File: src/rtl/sequenciador_apresentacao.sv
// sequenciador_apresentacao
// Presentation sequencer for the memory game. On a start request it walks the
// sequence RAM from address 0 up to the captured round index. Each stored
// value is shown on the LEDs with the buzzer on for T_ON cycles. A blank gap
// of T_OFF cycles separates consecutive values. A one-cycle completion pulse
// ends the run. While pausa is high the sequence freezes in place.
//
// Ports:
//   clock        in   system clock, rising edge
//   reset        in   synchronous, active-low
//   iniciar      in   start request, honoured only in IDLE with pausa low
//   pausa        in   pause level; freezes LOAD/SHOW/GAP
//   rodada[3:0]  in   last address to present, captured at start
//   dado[3:0]    in   RAM read data for endereco
//   endereco[3:0] out RAM address
//   leds[3:0]    out  LED drive (value being shown)
//   pulso_buzzer out  high while a value is shown
//   ocupado      out  high in every state except IDLE
//   pausado      out  high while frozen by pausa
//   fim          out  one-cycle completion pulse
//   db_estado[3:0] out state code (IDLE=0 LOAD=1 SHOW=2 GAP=3 FIM=4)
module sequenciador_apresentacao #(
  parameter int unsigned CLOCK_FREQ = 5000,
  parameter int unsigned APRESENTA  = 2,
  parameter int unsigned MOSTRA     = CLOCK_FREQ / 2
) (
  input  logic       clock,
  input  logic       reset,
  input  logic       iniciar,
  input  logic       pausa,
  input  logic [3:0] rodada,
  input  logic [3:0] dado,
  output logic [3:0] endereco,
  output logic [3:0] leds,
  output logic       pulso_buzzer,
  output logic       ocupado,
  output logic       pausado,
  output logic       fim,
  output logic [3:0] db_estado
);

  localparam int unsigned T_ON  = APRESENTA * CLOCK_FREQ;
  localparam int unsigned T_OFF = MOSTRA;
  localparam int unsigned T_MAX = (T_ON > T_OFF) ? T_ON : T_OFF;
  localparam int unsigned CW    = (T_MAX > 1) ? $clog2(T_MAX) : 1;
  localparam logic [CW-1:0] ON_LAST  = CW'(T_ON - 1);
  localparam logic [CW-1:0] OFF_LAST = CW'(T_OFF - 1);

  typedef enum logic [3:0] {
    IDLE = 4'd0,
    LOAD = 4'd1,
    SHOW = 4'd2,
    GAP  = 4'd3,
    FIM  = 4'd4
  } estado_t;

  estado_t       estado_q, estado_d;
  logic [CW-1:0] cnt_q, cnt_d;
  logic [3:0]    end_q, end_d;
  logic [3:0]    rod_q, rod_d;
  logic [3:0]    val_q, val_d;
  logic          pause_q, pause_d;
  logic [3:0]    leds_q, leds_d;
  logic          buz_q, buz_d;
  logic          ocup_q, ocup_d;
  logic          fim_q, fim_d;

  always_comb begin
    estado_d = estado_q;
    cnt_d    = cnt_q;
    end_d    = end_q;
    rod_d    = rod_q;
    val_d    = val_q;
    pause_d  = 1'b0;

    case (estado_q)
      IDLE: begin
        cnt_d = '0;
        end_d = '0;
        if (iniciar && !pausa) begin
          estado_d = LOAD;
          rod_d    = rodada;
        end
      end
      LOAD: begin
        if (pausa) begin
          pause_d = 1'b1;
        end else begin
          val_d    = dado;
          cnt_d    = '0;
          estado_d = SHOW;
        end
      end
      SHOW: begin
        if (pausa) begin
          pause_d = 1'b1;
        end else if (cnt_q == ON_LAST) begin
          cnt_d    = '0;
          estado_d = (end_q == rod_q) ? FIM : GAP;
        end else begin
          cnt_d = cnt_q + 1'b1;
        end
      end
      GAP: begin
        if (pausa) begin
          pause_d = 1'b1;
        end else if (cnt_q == OFF_LAST) begin
          cnt_d    = '0;
          end_d    = end_q + 4'd1;
          estado_d = LOAD;
        end else begin
          cnt_d = cnt_q + 1'b1;
        end
      end
      FIM: begin
        cnt_d    = '0;
        end_d    = '0;
        estado_d = IDLE;
      end
      default: begin
        cnt_d    = '0;
        end_d    = '0;
        estado_d = IDLE;
      end
    endcase

    // Outputs are registered from the next state so every output is a flop.
    leds_d = (estado_d == SHOW && !pause_d) ? val_d : '0;
    buz_d  = (estado_d == SHOW) && !pause_d;
    ocup_d = (estado_d != IDLE);
    fim_d  = (estado_d == FIM);
  end

  always_ff @(posedge clock) begin
    if (!reset) begin
      estado_q <= IDLE;
      cnt_q    <= '0;
      end_q    <= '0;
      rod_q    <= '0;
      val_q    <= '0;
      pause_q  <= 1'b0;
      leds_q   <= '0;
      buz_q    <= 1'b0;
      ocup_q   <= 1'b0;
      fim_q    <= 1'b0;
    end else begin
      estado_q <= estado_d;
      cnt_q    <= cnt_d;
      end_q    <= end_d;
      rod_q    <= rod_d;
      val_q    <= val_d;
      pause_q  <= pause_d;
      leds_q   <= leds_d;
      buz_q    <= buz_d;
      ocup_q   <= ocup_d;
      fim_q    <= fim_d;
    end
  end

  assign endereco     = end_q;
  assign leds         = leds_q;
  assign pulso_buzzer = buz_q;
  assign ocupado      = ocup_q;
  assign pausado      = pause_q;
  assign fim          = fim_q;
  assign db_estado    = estado_q;

endmodule

File: config.mk
export PLATFORM = sky130hd
export DESIGN_NAME = sequenciador_apresentacao
export DESIGN_NICKNAME = d
export VERILOG_FILES = /design/src/rtl/sequenciador_apresentacao.sv
export SDC_FILE = /design/constraint.sdc
export NUM_CORES = 1
export LEC_CHECK = 0
export ABC_AREA = 1
export CORE_ASPECT_RATIO = 1.25
export CORE_MARGIN = 10
export CORE_UTILIZATION = 56
export CTS_CLUSTER_SIZE = 12
export DETAILED_ROUTE_END_ITERATION = 8
export DONT_BUFFER_PORTS = 1
export GPL_TIMING_DRIVEN = 0
export PLACE_DENSITY = 0.72
export SYNTH_ARGS = -nofsm -noshare
export SYNTH_HDL_FRONTEND = slang
export SYNTH_SLANG_ARGS = --single-unit
File: constraint.sdc
create_clock -name clock -period 1.6 [get_ports clock]
set_input_delay 0.24 -clock clock [delete_from_list [all_inputs] [get_ports clock]]
set_output_delay 0.24 -clock clock [all_outputs]
set_load 0.01 [all_outputs]
# Word-level counts from Yosys, hierarchy flattened

Cells that the tools add are included.

$add $sub $neg: 2
$mul: 0
Div/mod/pow operators: 0
$lt $le $gt $ge: 0
Equal/unequal tests: 12
Shift-type cells: 0
Multiplexer cells: 21
Bitwise operators: 1
Reduce and logical (&&, ||, !) cells: 12

Operator list:

| cell                                                                     | count |
|---|---|
| 14-bit 2-to-1 mux                                                        | 5 |
| 14-bit case mux with 3 select lines                                      | 1 |
| 4-bit 2-to-1 mux                                                         | 10 |
| 4-bit case mux with 4 select lines                                       | 1 |
| 14-bit by 1-bit adder with 14-bit output (second input constant)         | 1 |
| 14-bit by 12-bit equality test with 1-bit output (second input constant) | 1 |
| 14-bit equality test (second input constant)                             | 1 |
| 4-bit by 2-bit equality test with 1-bit output (second input constant)   | 3 |
| 2-bit inequality test (second input constant)                            | 4 |
| 4-bit case mux with 2 select lines                                       | 1 |
| 3-bit AND reduction                                                      | 2 |
| 4-bit by 1-bit adder with 4-bit output (second input constant)           | 1 |
| 4-bit by 1-bit equality test with 1-bit output (second input constant)   | 1 |
| 4-bit by 3-bit equality test with 1-bit output (second input constant)   | 1 |
| 4-bit equality test                                                      | 1 |
| 4-bit zero test                                                          | 1 |
| 2-bit AND reduction                                                      | 2 |
| 4-bit nonzero test                                                       | 1 |
| 3-bit 2-to-1 mux                                                         | 1 |
| 3-bit OR reduction                                                       | 1 |
| 1-bit logical AND                                                        | 2 |
| 1-bit zero test                                                          | 2 |
| 1-bit 2-to-1 mux                                                         | 2 |
| 2-bit OR reduction                                                       | 1 |
| 1-bit inverter                                                           | 1 |

Register bits after elaboration: 38
Bits in latches: 0
Memory bits (writable): 0
Memory bits (read-only): 0
Bits of input ports: 12
Output and inout port bits: 16
Word-level logic and storage cells: 58
Memories kept: 0

# Depth between registers and ports, before layout

Gate-level depths: netlist of run 1.

Depth in word-level cells: 8
Mapped depth: 11
Mapped depth without buffers: 11

# Worst setup path after synthesis of run 1

Ideal clock, no wire load.

Path type: register -> register
Start: reg cnt_q[0]
End: reg cnt_q[12]
Library setup time: 118 ps
Data arrival time: 1,410 ps
Data required time: 1,482 ps
Path slack: 72 ps
Stages on the path, launching flop included: 10
Path buffers: 0
Period minus slack after synthesis: 1,528 ps
Cells stage by stage: dfxtp_1 -> ha_1 -> nand2_1 -> nor2_1 -> nand2_1 -> nor2_2 -> nand3_2 -> nor2_1 -> o21ai_0 -> nor3b_2

Cells in the longest elaborated chain, start to end: 4
Elaborated cells between the ends (all ways): 8
Classes of those cells: add/sub (1); eq/ne (2); mux (5)

RTL lines:

| item                                                             | RTL line | text |
|---|---|---|
| from (decl)                                                      | 58       | `logic [CW-1:0] cnt_q, cnt_d;` |
| from (signal assigned)                                           | 148      | `cnt_q <= cnt_d;` |
| 14-bit by 1-bit adder with 14-bit output (tied with other cells) | 101, 112 |  |
| 14-bit 2-to-1 mux, on equally long branches                      | 107, 97  |  |
| 14-bit 2-to-1 mux, on equally long branches                      | 105, 95  |  |
| 14-bit case mux with 3 select lines *                            | 76       | `case (estado_q)` |

Mark *: on every way between the ends. The rest lies on a longest branch, timed or not. The select of a mux whose other input is x is not followed.
A chain may end at the register's enable or synchronous reset.

# Worst setup path in the final report of run 1

Start: reg estado_q[2] (netlist: db_estado[2])
End: reg leds_q[2] (netlist: leds[2])

Cells in the longest elaborated chain, start to end: 6
Elaborated cells between the ends (all ways): 18
Classes of those cells: eq/ne (4); mux (9); reduce/logical (5)

RTL lines:

| item                                                                              | RTL line | text |
|---|---|---|
| from (decl)                                                                       | 57       | `estado_t estado_q, estado_d;` |
| from (signal assigned)                                                            | 147      | `estado_q <= estado_d;` |
| 4-bit 2-to-1 mux (tied with other cells)                                          | 107      | `end else if (cnt_q == OFF_LAST) begin` |
| 4-bit 2-to-1 mux (tied with other cells)                                          | 105      | `if (pausa) begin` |
| 4-bit case mux with 4 select lines or 1-bit 2-to-1 mux (tied branches)            | -        |  |
| 4-bit by 2-bit equality test with 1-bit output or 1-bit zero test (tied branches) | 128      | `leds_d = (estado_d == SHOW && !pause_d) ? val_d : '0;` |
| 1-bit logical AND                                                                 | 128      |  |
| 2-bit AND reduction (no line)                                                     | -        |  |
| to (signal assigned)                                                              | 153      | `leds_q <= leds_d;` |
| to (decl)                                                                         | 63       | `logic [3:0] leds_q, leds_d;` |

Several ways; a longest one is shown, not always the timed one.

==> results of run 1 <==
==> final cells by class <==
cell class	instances	area, µm²
Inverter	34	128
Clock inverter	2	12.5
Multi-Input combinational cell	178	1060
Buffer	4	36.3
Clock buffer	6	82.6
Sequential cell	38	781
Timing Repair Buffer	13	115
Fill cell	257	937
Tap cell	37	46.3
==> worst reg2reg max path: stages (launching register included) <==
cell and delay [ns]:
dfxtp_4 0.38, nor2_4 0.19, inv_2 0.07, nor3_4 0.24
buf_4 0.16, nand3_1 0.10, nand2_1 0.10, inv_1 0.08
nand4_4 0.09, nor2_1 0.05
==> worst max path at each step <==
stage / start / to / slack (ns) / cells after the start
after floorplan: cnt_q[0] / cnt_q[12] / 0.07 / 9
after global placement: cnt_q[0] / cnt_q[12] / -0.16 / 9
after detailed placement: cnt_q[0] / cnt_q[12] / -0.14 / 9
after CTS: cnt_q[0] / cnt_q[10] / -0.007 / 10
after global routing: db_estado[2] / cnt_q[6] / -0.04 / 9
final: db_estado[2] / leds[2] / 0.04 / 9
==> flip-flops by register name, summed over array words and instances, names as in the netlist, 4 cells and up <==
signal     count
val_q          4
leds           4
db_estado      4
cnt_q         14
endereco       4
rod_q          4
==> metrics by stage <==
stage / util (%) / instance area (µm²) / power, W / setup WS, ns / hold slack, ns
after CTS: 63.5 / 2030 / 0.00174 / -0.00654 / 0.123
after floorplan: - / 1860 / 0.00104 / 0.0724 / 0.407
final: 70.7 / 2260 / 0.00173 / 0.0430 / 0.126
after detailed placement: 59.5 / 1900 / 0.00106 / -0.137 / 0.428
after global routing: 70.7 / 2260 / 0.00180 / -0.0380 / 0.143
after global placement: 59.5 / 1900 / 0.00106 / -0.155 / 0.418
==> layout by cell type (no fill, tap or decap), types with 3 or more instances in the layout <==
| cell | Yosys | routed |
|---|---|---|
| o21ai_0 | 11 | 9 |
| clkbuf_8 | 0 | 6 |
| dfxtp_1 | 38 | 28 |
| nor3b_2 | 4 | 4 |
| nor2_2 | 3 | 4 |
| dfxtp_2 | 0 | 7 |
| nand2_2 | 3 | 5 |
| dfxtp_4 | 0 | 3 |
| nand2_1 | 47 | 43 |
| inv_2 | 3 | 5 |
| nor2_4 | 1 | 7 |
| nor2_1 | 48 | 41 |
| inv_1 | 31 | 29 |
| nor3_2 | 3 | 3 |
| buf_4 | 1 | 13 |
| nor3_1 | 6 | 6 |
| nand3_1 | 15 | 14 |
| mux2i_1 | 4 | 4 |
| a21oi_1 | 15 | 14 |
==> logic make-up after synthesis <==
| group | Yosys count | share of synthesized area (%) |
|---|---|---|
| adders and majority gates | 2 | 1.35 |
| and+or+nand+nor | 137 | 36.0 |
| muxes | 4 | 2.16 |
| DFF | 38 | 41.0 |
| other | 1 | 0.202 |
| buffers and inverters | 38 | 8.36 |
| xor gates and xnor gates | 1 | 0.472 |
| AOI/OAI and AO/OA | 33 | 10.5 |
==> per-layer routing <==
layer,up-vias,GRT usage [%]
met3,9,4.59
met1,794,13.0
met4,0,6.00
met5,-,0
li1,852,-
met2,35,25.0
==> power by group through the flow <==
| stage | clock (W) | sequential (W) | combinational (W) |
|---|---|---|---|
| 4_1_cts | 0.000703 | 0.000965 | 0.0000726 |
| 2_1_floorplan | 0 | 0.000985 | 0.0000555 |
| 3_3_place_gp | 0 | 0.000987 | 0.0000690 |
| 6_report | 0.000683 | 0.000961 | 0.0000855 |
| 5_1_grt | 0.000742 | 0.000962 | 0.0000947 |
| 3_5_place_dp | 0 | 0.000987 | 0.0000702 |
==> timing repair <==
item	4_1_cts	5_1_grt
hold buffers	0	0
pin swaps	1	13
gates cloned	0	1
gates resized for setup	10	36
hold endpoints to repair	0	0
setup buffers	0	12
endpoints found under the setup margin	17	26
==> impl_metrics.tcl, run 1 <==
set metrics [dict create \
    status "complete, no violations" \
    overflow 0 \
    syn_to_final_growth_pct 21.6 \
    r2r-start "db_estado[2]" \
    ctsHtreeMaxLevel 2 \
    place_congestion 0.868 \
    syn_area_per_cell_um2 7.31 \
    synth.most_common_cell "nor2_1" \
    cp_max_fo 5 \
    crit_family "simple AND/OR/NAND/NOR gates" \
    cp-start-kind "flip-flop" \
    antenna_cells 0 \
    viasPerCell 5.42 \
    synth_area_leaders "dfxtp_1 (41%), nor2_1 (9.7%), nand2_1 (9.5%), inv_1 (6.3%), a21oi_1 (4.0%)" \
    intPower_w 0.00133 \
    crit_chain "nor2_4 > inv_2 > nor3_4 > buf_4 > nand3_1 > nand2_1 > inv_1 > nand4_4 > nor2_1" \
    highest_layer "met4" \
    finalCritPeriodShare_pct 97.3 \
    rsz0062_at_grt "true" \
    die_h_um 84.4 \
    dp.final_hpwl_mm 3.09 \
    nets 288 \
    syn_area_um2 1860 \
    grt_max_degree 13 \
    synth.top_cell.area_share_pct 41.0 \
    core_area_um2 3190 \
    timing.rr.end "leds[2]" \
    ios 28 \
    holdCritPathClass "primary input to flip-flop" \
    synth_seq_cells 38 \
    total_leakage_power_nw 0.846 \
    clk_pin_slew_worst_paths_ns 0.08 \
    clock_sinks 38 \
    min_from "dado[2]" \
    wirelength_mm 4.42 \
    ys_seq_area_share_pct 41.0 \
    antenna_found_initial 0 \
    criticalPathCategory "flip-flop to flip-flop" \
    p_clk_share_pct 39.5 \
    instances_no_fill 312 \
    final_max_slew_viol_count 0 \
    switchingPower_w 0.000404 \
    grt_pass1_vias 1579 \
    wl_per_cell_um 14.2 \
    place_inst 291 \
    dr_wl_met3_um 234 \
    cap_violations 0 \
    seq_power_share_pct 55.6 \
    clock_latency_ns 0.29 \
    fmax_mhz 642 \
    synth_edf_count 0 \
    critical_path.max_stage_delay_ns 0.38 \
    powerDensity_nw_per_um2 767 \
    synth.net_count 268 \
    fin_setup_tns_ns 0 \
    cts_root_buffer "clkbuf_8" \
    die_area_um2 6030 \
    end_kind "flip-flop" \
    synth_largest_area_cell "dfxtp_1" \
    cts_buffers 5 \
    cts_tree "built" \
    synth_cell_types 32 \
    grt_pass1_wl_mm 6.76 \
    holdPathEnd "val_q[2]" \
    r2r_cells 9 \
    cp_data_required_time_ns 1.79 \
    start_util_pct 58.1 \
    num_vias 1690 \
    cp_num_buf_inv 3 \
    first_pass_iters 4 \
    rrSetupSlack_ns 0.04 \
    wl_met2_mm 2.41 \
    synthTopCellsByCount "nor2_1 (48), nand2_1 (47), dfxtp_1 (38)" \
    die_w_um 71.5 \
    rows 23 \
    swShare_pct 23.3 \
    netlist_instances 254 \
    power_frac_comb_pct 4.9 \
    setup_viol 0 \
    drive_above_1_share_pct 27.6 \
    drc 0 \
    port-buffer-count 0 \
    holdPathStages 2 \
    hold_viol_final 0 \
    synth_warnings 0 \
    ir_worst_vdd_v 0.000599 \
    ant_nets 0 \
    yosys_most_used_dff "dfxtp_1" \
    skew_ns 0.00696 \
    grt.total_usage_pct 13.5 \
    drt-initial-drc-count 93 \
    crit_slowest_cell "dfxtp_4" \
    post-route-min-period_ns 1.56 \
    cp.arrival_ns 1.74 \
    met1_length_mm 1.71 \
    clockBufferDepth 2 \
    synthArstFlopShare_pct 0 \
]
Note: power is estimated with default switching activity, not from simulation.
==> inputs of run 2 (changes only) <==
--- a/config.mk
+++ b/config.mk
@@ -8,12 +8,13 @@
 export ABC_AREA = 1
 export CORE_ASPECT_RATIO = 1.25
 export CORE_MARGIN = 10
-export CORE_UTILIZATION = 56
+export CORE_UTILIZATION = 59
+export CTS_BUF_LIST = sky130_fd_sc_hd__clkbuf_8
 export CTS_CLUSTER_SIZE = 12
 export DETAILED_ROUTE_END_ITERATION = 8
 export DONT_BUFFER_PORTS = 1
 export GPL_TIMING_DRIVEN = 0
-export PLACE_DENSITY = 0.72
+export PLACE_DENSITY = 0.76
 export SYNTH_ARGS = -nofsm -noshare
 export SYNTH_HDL_FRONTEND = slang
 export SYNTH_SLANG_ARGS = --single-unit
==> run 2 against run 1 <==
- cell count is 2.2% lower
- register-to-register slack improved by 0.03 ns
- die area shrank 3.8%
- total power rose by 16%
- hold slack worse by 0.0092 ns
- sequential cell count unchanged
- sequential power is essentially flat
==> impl_metrics.tcl, run 2 (synthesized netlist as in run 1, its figures left out) <==
set metrics [dict create \
    crit_family "simple AND/OR/NAND/NOR gates" \
    cp_max_fo 5 \
    start_util_pct 62.4 \
    skew_ns 0.00416 \
    dp.final_hpwl_mm 3.03 \
    top_register "cnt_q" \
    swShare_pct 20.1 \
    clockBufferDepth 2 \
    status "complete, no violations" \
    switchingPower_w 0.000403 \
    grt.total_usage_pct 14.1 \
    nets 282 \
    ios 28 \
    ctsHtreeMaxLevel 2 \
    ir_worst_vdd_v 0.000775 \
    cts_buffers 5 \
    n_fill_cell 244 \
    wl_per_cell_um 13.4 \
    setup_viol 0 \
    antenna_cells 0 \
    seq_power_share_pct 48.0 \
    holdCritPathClass "primary input to flip-flop" \
    powerDensity_nw_per_um2 913 \
    finalCritPeriodShare_pct 95.6 \
    cp.arrival_ns 1.72 \
    cap_violations 0 \
    cpMostUsedCell "nand3_1" \
    cts_tree "built" \
    critical_path.max_stage_delay_ns 0.37 \
    clock_sinks 38 \
    crit_slowest_cell "dfxtp_4" \
    port-buffer-count 0 \
    fmax_mhz 654 \
    power_frac_comb_pct 3.8 \
    clk_pin_slew_worst_paths_ns 0.08 \
    core_area_um2 2970 \
    grt_pass1_wl_mm 6.57 \
    ctsHoldBuffers 0 \
    crit_chain "ha_4 > nand3_1 > nor2_2 > nand3_1 > a21oi_1 > nand2_1 > nand4_2 > nor2_1" \
    cp_num_buf_inv 0 \
    drt-initial-drc-count 125 \
    ant_nets 0 \
    final_util_pct 73.9 \
    cts_root_buffer "clkbuf_8" \
    clock_latency_ns 0.29 \
    p_clk_share_pct 48.2 \
    grt_max_degree 14 \
    die_w_um 70.2 \
    end_kind "flip-flop" \
    cp-start-kind "flip-flop" \
    grt_pass1_vias 1524 \
    final_cell_mix "nand2_1 (44), nor2_1 (41), inv_1 (28), dfxtp_1 (28), a21oi_1 (15)" \
    antenna_found_initial 0 \
    drc 0 \
    intPower_w 0.00160 \
    cp_data_required_time_ns 1.79 \
    final_max_slew_viol_count 0 \
    num_vias 1615 \
    layout_commonest_cell "nand2_1" \
    first_pass_iters 4 \
    post-route-min-period_ns 1.53 \
    wirelength_mm 4.09 \
    viasPerCell 5.30 \
    syn_to_final_growth_pct 18.3 \
    drive_above_1_share_pct 25.7 \
    rows 22 \
    rsz0062_at_grt "true" \
    criticalPathCategory "flip-flop to flip-flop" \
    overflow 0 \
    place_inst 290 \
    instances_no_fill 305 \
    die_h_um 82.7 \
    largest_reg_flops 14 \
    die_area_um2 5800 \
    total_leakage_power_nw 0.806 \
    hold_viol_final 0 \
    place_congestion 0.927 \
]
run 2: changes by cell type in the layout (fill, tap and decap cells not counted), sizes merged:
| cell | change |
|---|---|
| bufinv | +2 |
| buf | -5 |
| clkbuf | -2 |
| clkinvlp | -1 |
run 2: routing by layer:
layer  routed length [µm]  global-route usage, %  up-vias
met5                    0                      0        -
met4                  113                   7.31        0
met3                  270                   5.97       11
met2                 2150                   25.3       44
met1                 1550                   13.7      714
li1                     -                      -      846
run 2: path summary, 6_finish.rpt:
kind | start | end | slack [ns] | cells past startpoint
setup / recovery | cnt_q[1] | leds[3] | 0.07 | 8
hold / removal | dado[0] | val_q[0] | 0.12 | 2
setup reg to reg | cnt_q[1] | leds[3] | 0.07 | 8
hold reg to reg | rod_q[3] | rod_q[3] | 0.47 | 2
run 2: cell type report:
type	instances	area (µm²)	share of cell area (%)
clock inverter	3	68.8	3.13
multi-input combinational	178	1020	46.7
inverter	34	130	5.93
sequential	38	778	35.4
tap	36	45.0	2.05
buffer	4	27.5	1.25
timing repair buffer	7	52.6	2.39
clock buffer	5	68.8	3.13
run 2: stage by stage:
stage	area, µm²	setup slack, ns	hold slack [ns]	setup TNS, ns	power [W]
after floorplan	1860	0.0724	0.407	0	0.00104
after global placement	1900	-0.164	0.418	-0.287	0.00106
after detailed placement	1900	-0.153	0.424	-0.478	0.00106
after CTS	2070	0.00878	0.117	0	0.00202
after global routing	2200	-0.0577	0.123	-0.364	0.00208
final	2200	0.0708	0.117	0	0.00200
run 2: worst reg2reg max path, delay by kind of cell (launching register included):
kind                       cells  cell delay, ns
AOI/OAI and AO/OA              1            0.19
and+or+nand+nor                6            0.72
DFF                            1            0.37
adders and majority gates      1            0.16
run 2: what timing repair did:
action,in CTS,in global routing
resized for setup,11,27
pin swaps,2,8
endpoints found under the hold margin,0,0
setup endpoints to repair,17,21
setup buffers,1,6
run 2: power by group through the flow:
stage,registers [W],clock network (W),logic (W)
detailed placement,0.000987,0,0.0000701
floorplan,0.000985,0,0.0000555
global route,0.000963,0.00103,0.0000866
global placement,0.000987,0,0.0000686
CTS,0.000965,0.000986,0.0000712
finish,0.000962,0.000967,0.0000756
==> inputs of run 3 (changes only) <==
--- a/config.mk
+++ b/config.mk
@@ -14,7 +14,9 @@
 export DETAILED_ROUTE_END_ITERATION = 8
 export DONT_BUFFER_PORTS = 1
 export GPL_TIMING_DRIVEN = 0
+export HOLD_SLACK_MARGIN = 0.05
 export PLACE_DENSITY = 0.76
+export RECOVER_POWER = 50
 export SYNTH_ARGS = -nofsm -noshare
 export SYNTH_HDL_FRONTEND = slang
 export SYNTH_SLANG_ARGS = --single-unit
==> results of run 3 <==
Final layout, timing and power as in run 2 (identical DEF).
==> variant 1, RTL diff (flow settings as in run 3) <==
Register the output `db_estado` once more; this adds one clock of latency there. The other outputs are not delayed to match.
--- a/src/rtl/sequenciador_apresentacao.sv
+++ b/src/rtl/sequenciador_apresentacao.sv
@@ -164,5 +164,7 @@
   assign pausado      = pause_q;
   assign fim          = fim_q;
-  assign db_estado    = estado_q;
+  always_ff @(posedge clock) begin
+    db_estado <= estado_q;
+  end
 
 endmodule
Check against the original RTL: not equivalent (Yosys sat finds a counterexample within 4 cycles, from zero or initial values and one cycle with reset low).
==> variant 1 against run 3 <==
  * Setup slack better by 12 ps
  * Wire length is 3.2% higher
  * Count of clock-buffer cells in the layout stayed put
  * Sequential cell count is 4 higher
  * Area after synthesis is 2.4% higher
  * Power is 8.1% lower
  * Largest cell class unchanged
  * Highest routed layer unchanged
  * Largest power group is now sequential cells
  * Cell count is 2.6% higher
  * Core utilization is 4.4 points lower
  * Cell area is 0.17% higher
==> variant 1: results (changes against run 3) <==
- The flow ran to the end, and the final reports show no timing, DRC or antenna violations.
- The post-synthesis cell area was 0.00190 mm² (+2.4%).
- The iteration-0 DRC count of the detailed router is 109 (-13%).
- The critical path starts at estado_q[0].
- The sequential-to-total area share from yosys stat is 0.442 (+0.0324).
- The cell count of the worst reg-to-reg path is 6 (-2).
- The wire length of the first global-routing pass is 6580 µm (+0.21%).
- The met2 usage in global routing came to 0.234 (-0.0188).
- The largest delay contributor family on the critical path is compound AO/OA/AOI/OAI gates.
- The number of clock sinks seen by CTS is 42 (+11%).
- The multi-input logic cell count was 181 (+1.7%).
- The share of power burned in registers is 0.580 (+0.100).
- The placer's final routability congestion estimate is 0.874 (-5.8%).
- The clock skew after layout is 9.78 ps (+5.63 ps).
- The quantity of gates resized following cts came to 6 (-5).
- The via count is 1653 (+2.4%).
- The number of buffers outside the clock class in the layout is 8 (-3).
- The filler cell count is 272 (+11%).
- The sequential standard cell area is 855 µm² (+9.8%).
- The post-synth net total is 276 (+3.0%).
- The xor/xnor cell area share of the yosys netlist was 0.0184 (+0.0137).
- The leakage dissipation was 0.000862 µW (+6.9%).
- The final routed wire length divided by cell count is 13.5 µm (+0.59%).
- The sum of met2 wire segment lengths after detailed routing came to 2200 µm (+2.2%).
- The met1 usage is 0.139 (+0.00192).
- The relative area of non-clock buffer cells in the final design is 0.0262 (-0.0103).
- The area fraction in compound gates after synthesis is 0.0843 (-0.0203).
- The global router's overall resource usage is 0.134 (-0.00700).
- The non-clock inverter instance count of the final layout is 37 (+8.8%).
- The post-DP HPWL is 2860 µm (-5.6%).
- The largest individual stage delay along the critical path comes from the cell sky130_fd_sc_hd__dfxtp_1.
- The largest net degree at the start of global routing is 16 (+2).
- The global routing usage on met3 came to 0.0464 (-0.0132).
- In the post-synthesis netlist, the biggest area contributors are sky130_fd_sc_hd__dfxtp_1 (44%), sky130_fd_sc_hd__nand2_1 (10%), sky130_fd_sc_hd__nor2_1 (9.7%).
- The area occupied by multi-input gates is 0.00101 mm² (-1.5%).
- The number of global-route vias before repair is 1517 (-0.46%).
- The mean post-synth cell area is 7.25 µm² (-0.70%).
- The post-detailed-placement cell area is 0.00195 mm² (+2.4%).
- The total wirelength of the detailed-routed design is 4220 µm (+3.2%).
- The timing endpoint of the critical path is cnt_q[6].
- The final period utilization came to 0.948 (-0.00732).
- The final-layout worst hold slack was 112 ps (-4.85 ps).
- The pre-CTS worst setup slack is -149 ps (+3.70 ps).
- The fraction of area in clock buffers and inverters is 0.0421 (-0.0206).
- The fraction of final layout cells with drive strength greater than 1 came to 0.217 (-0.0391).
- The design internal power is 1390 µW (-13%).
- In the synthesized netlist, the cells that appear most often are sky130_fd_sc_hd__nand2_1 (51), sky130_fd_sc_hd__nor2_1 (49), sky130_fd_sc_hd__dfxtp_1 (42).
- The worst voltage drop across the vdd grid is 0.708 mV (-8.7%).
- The combinational-cell power consumption was 71.5 µW (-5.4%).
- The detailed-route wire length on metal 1 is 1730 µm (+12%).
- The fraction of synthesized area in multiplexers is 0.0211 (-0.000511).
- The final net count is 289 (+2.5%).
- The count of unique library cells instantiated by Yosys was 28 (-13%).
-- variant 1: cell types whose count changed after synthesis, moves of 3 or more --
cell	change
sky130_fd_sc_hd__xor2_1	+3
sky130_fd_sc_hd__nand2_1	+4
sky130_fd_sc_hd__nor3b_2	-3
sky130_fd_sc_hd__dfxtp_1	+4
sky130_fd_sc_hd__nor3_1	+3
sky130_fd_sc_hd__nand3_1	+3
-- variant 1: cells by family (layout without fill, tap and decap cells) --
| logic type | count (synthesis) | after routing |
|---|---|---|
| AO/OA/AOI/OAI | 30 | 30 |
| multiplexers | 4 | 4 |
| XOR/XNOR | 4 | 4 |
| AND/OR/NAND/NOR | 140 | 140 |
| adder cells (fa/ha/maj) | 2 | 2 |
| buffers and inverters | 39 | 53 |
| flip-flops | 42 | 42 |
| other | 1 | 1 |
==> variant 2, RTL diff (flow settings as in run 3) <==
Made on the original files. Set the parameter `CLOCK_FREQ` to 10000 (it was 5000).
--- a/src/rtl/sequenciador_apresentacao.sv
+++ b/src/rtl/sequenciador_apresentacao.sv
@@ -21,5 +21,5 @@
 //   db_estado[3:0] out state code (IDLE=0 LOAD=1 SHOW=2 GAP=3 FIM=4)
 module sequenciador_apresentacao #(
-  parameter int unsigned CLOCK_FREQ = 5000,
+  parameter int unsigned CLOCK_FREQ = 10000,
   parameter int unsigned APRESENTA  = 2,
   parameter int unsigned MOSTRA     = CLOCK_FREQ / 2
Behaviour: same outputs for any inputs over 10 cycles, from zero or initial values and one cycle with reset low; that may be too few to reach the edited logic, so the function may still have changed.
==> variant 2 against run 3 <==
  * Count of clock-buffer cells in the layout did not move
  * Clock skew is 1.5 ps higher
  * Maximum frequency is 1.7% lower
  * Critical path type unchanged
  * Cell area up 3.7%
  * Sequential cell count up 1
  * Power grew 1.6%
  * Synthesized cell count rose by 2.8%
  * Wire length is 8.2% higher
  * Core utilization is 1.9 points lower
  * Global-route usage grew 0.52 points
  * Setup slack got worse by 26 ps
  * Largest cell class unchanged
  * Area after synthesis up 3.9%
==> variant 2: results (changes against run 3) <==
- Counting instances in the post-synthesis netlist gives the leading cell types as sky130_fd_sc_hd__nor2_1 (53), sky130_fd_sc_hd__nand2_1 (48), sky130_fd_sc_hd__dfxtp_1 (39).
- The sequential-to-total area share from yosys stat came to 0.405 (-0.00505).
- The leakage dissipation was 0.000919 µW (+14%).
- The register containing the most flip-flops in the final layout is cnt_q.
- The worst-skew pair later-pin latency is 290 ps (about the same).
- The placer's final routability congestion estimate is 0.826 (-11%).
- The fraction of final layout cells with drive strength greater than 1 is 0.255 (-0.00196).
- The pre-CTS worst setup slack is -80.8 ps (+71.9 ps).
- The mean post-synth cell area is 7.39 µm² (+1.1%).
- The count of unique library cells instantiated by Yosys was 33 (+3.1%).
- The cell count of the worst reg-to-reg path came to 12 (+4).
- The post-DP HPWL is 3210 µm (+6.0%).
- The clock skew after layout is 5.61 ps (+1.45 ps).
- In this design, the largest share of critical-path delay is due to simple AND/OR/NAND/NOR gates.
- The count of yosys warnings during synthesis is 0 (unchanged).
- The flip-flop count of the largest register after layout is 15 (+1).
- The post-detailed-placement cell area is 0.00197 mm² (+3.9%).
- The maximum fanout along the worst path is 5 (unchanged).
- The total wirelength of the detailed-routed design was 4420 µm (+8.2%).
- The final routed wire length divided by cell count came to 14.2 µm (+5.8%).
- The tree is rooted in a sky130_fd_sc_hd__clkbuf_8.
- The via count is 1710 (+5.9%).
- The number of antenna violations at the first check in global routing was 0 (unchanged).
- The post-synth net total is 275 (+2.6%).
- The most instantiated flip-flop cell in the synthesis netlist is sky130_fd_sc_hd__dfxtp_1.
- The flow ran to the end, and the final reports show no timing, DRC or antenna violations.
- The fraction of registers with async set/reset was 0 (unchanged).
- The worst voltage drop across the vdd grid is 0.765 mV (-1.3%).
- The global router's overall resource usage came to 0.146 (+0.00516).
- The wire length of the first global-routing pass came to 7270 µm (+11%).
- The critical path's largest stage delay is 370 ps (about the same).
- The filler cell count is 257 (+5.3%).
- The number of buffers created by CTS is 5 (unchanged).
- The number of buffer cells added on primary ports was 0 (unchanged).
- The iteration-0 DRC count of the detailed router is 154 (+23%).
- The instance count along the most critical hold path is 2 (unchanged).
- Yosys attributes the largest share of cell area to sky130_fd_sc_hd__dfxtp_1 (40%), sky130_fd_sc_hd__nor2_1 (10%), sky130_fd_sc_hd__nand2_1 (9.3%).
- The number of levels the H-tree was split into came to 2 (unchanged).
- The cell count after placement is 298 (+2.8%).
- The largest net degree at the start of global routing is 14 (unchanged).
- The endpoint arrival time on the critical path is 1740 ps (+20 ps).
- The final net count is 288 (+2.1%).
- The clock slew at the register clock pins of the worst setup and hold paths is 80 ps (about the same).
[variant 2: cell types whose count changed after synthesis, sizes merged, moves of 2 or more]
cell,delta
buf,-2
nor2,+4
nand2,+5
xor2,+4
nor3b,-2
a21oi,-5
o21ai,-3
a22o,+2
nand4,+3
[variant 2: layout make-up]
type                    instances  area (µm²)  share of cell area
flip-flops and latches         39         795               0.349
plain buffers                   1        3.75             0.00165
clock buffers                   5        68.8              0.0302
inverters                      34         130              0.0571
repair buffers                  6        45.0              0.0198
multi-input cells             187        1120               0.492
clock inverters                 3        67.6              0.0297
well taps                      37        46.3              0.0203
[variant 2: logic make-up (layout without fill, tap and decap cells)]
group	Yosys count	after routing	synth area share
compound gates	25	25	0.0811
xor+xnor	6	6	0.0273
fa+ha+maj	2	2	0.0130
buf+inv	35	49	0.0681
flops	39	39	0.405
mux	4	4	0.0208
other cells	1	1	0.00194
simple gates	149	149	0.383
[variant 2: per-layer routing]
layer  vias up  global-route usage  share of wire
met5         -                   0              0
met4         0              0.0635          0.021
met3         9              0.0548          0.066
met2        39               0.265           0.53
met1       787               0.140           0.39
li1        875                   -              -
[variant 2: path summary, 6_finish.rpt]
kind	startpoint	slack [ps]	to
worst max-delay path	cnt_q[1]	40	leds[1]
worst min-delay path	rodada[0]	110	rod_q[0]
worst max register to register	cnt_q[1]	40	leds[1]
worst min register to register	val_q[1]	500	val_q[1]
[variant 2: repair_timing]
action	in CTS	in global routing
hold buffers	0	0
gates resized for setup	5	34
hold endpoints to repair	0	0
setup buffers	2	4
pin swaps	3	13
setup endpoints to repair	19	26
[variant 2: power breakdown]
part	switching, µW	leakage [µW]	internal, µW
sequential	10.7	0.000319	977
clock	352	0.0000644	622
combinational	49.9	0.000536	25.6
total	413	0.000919	1620
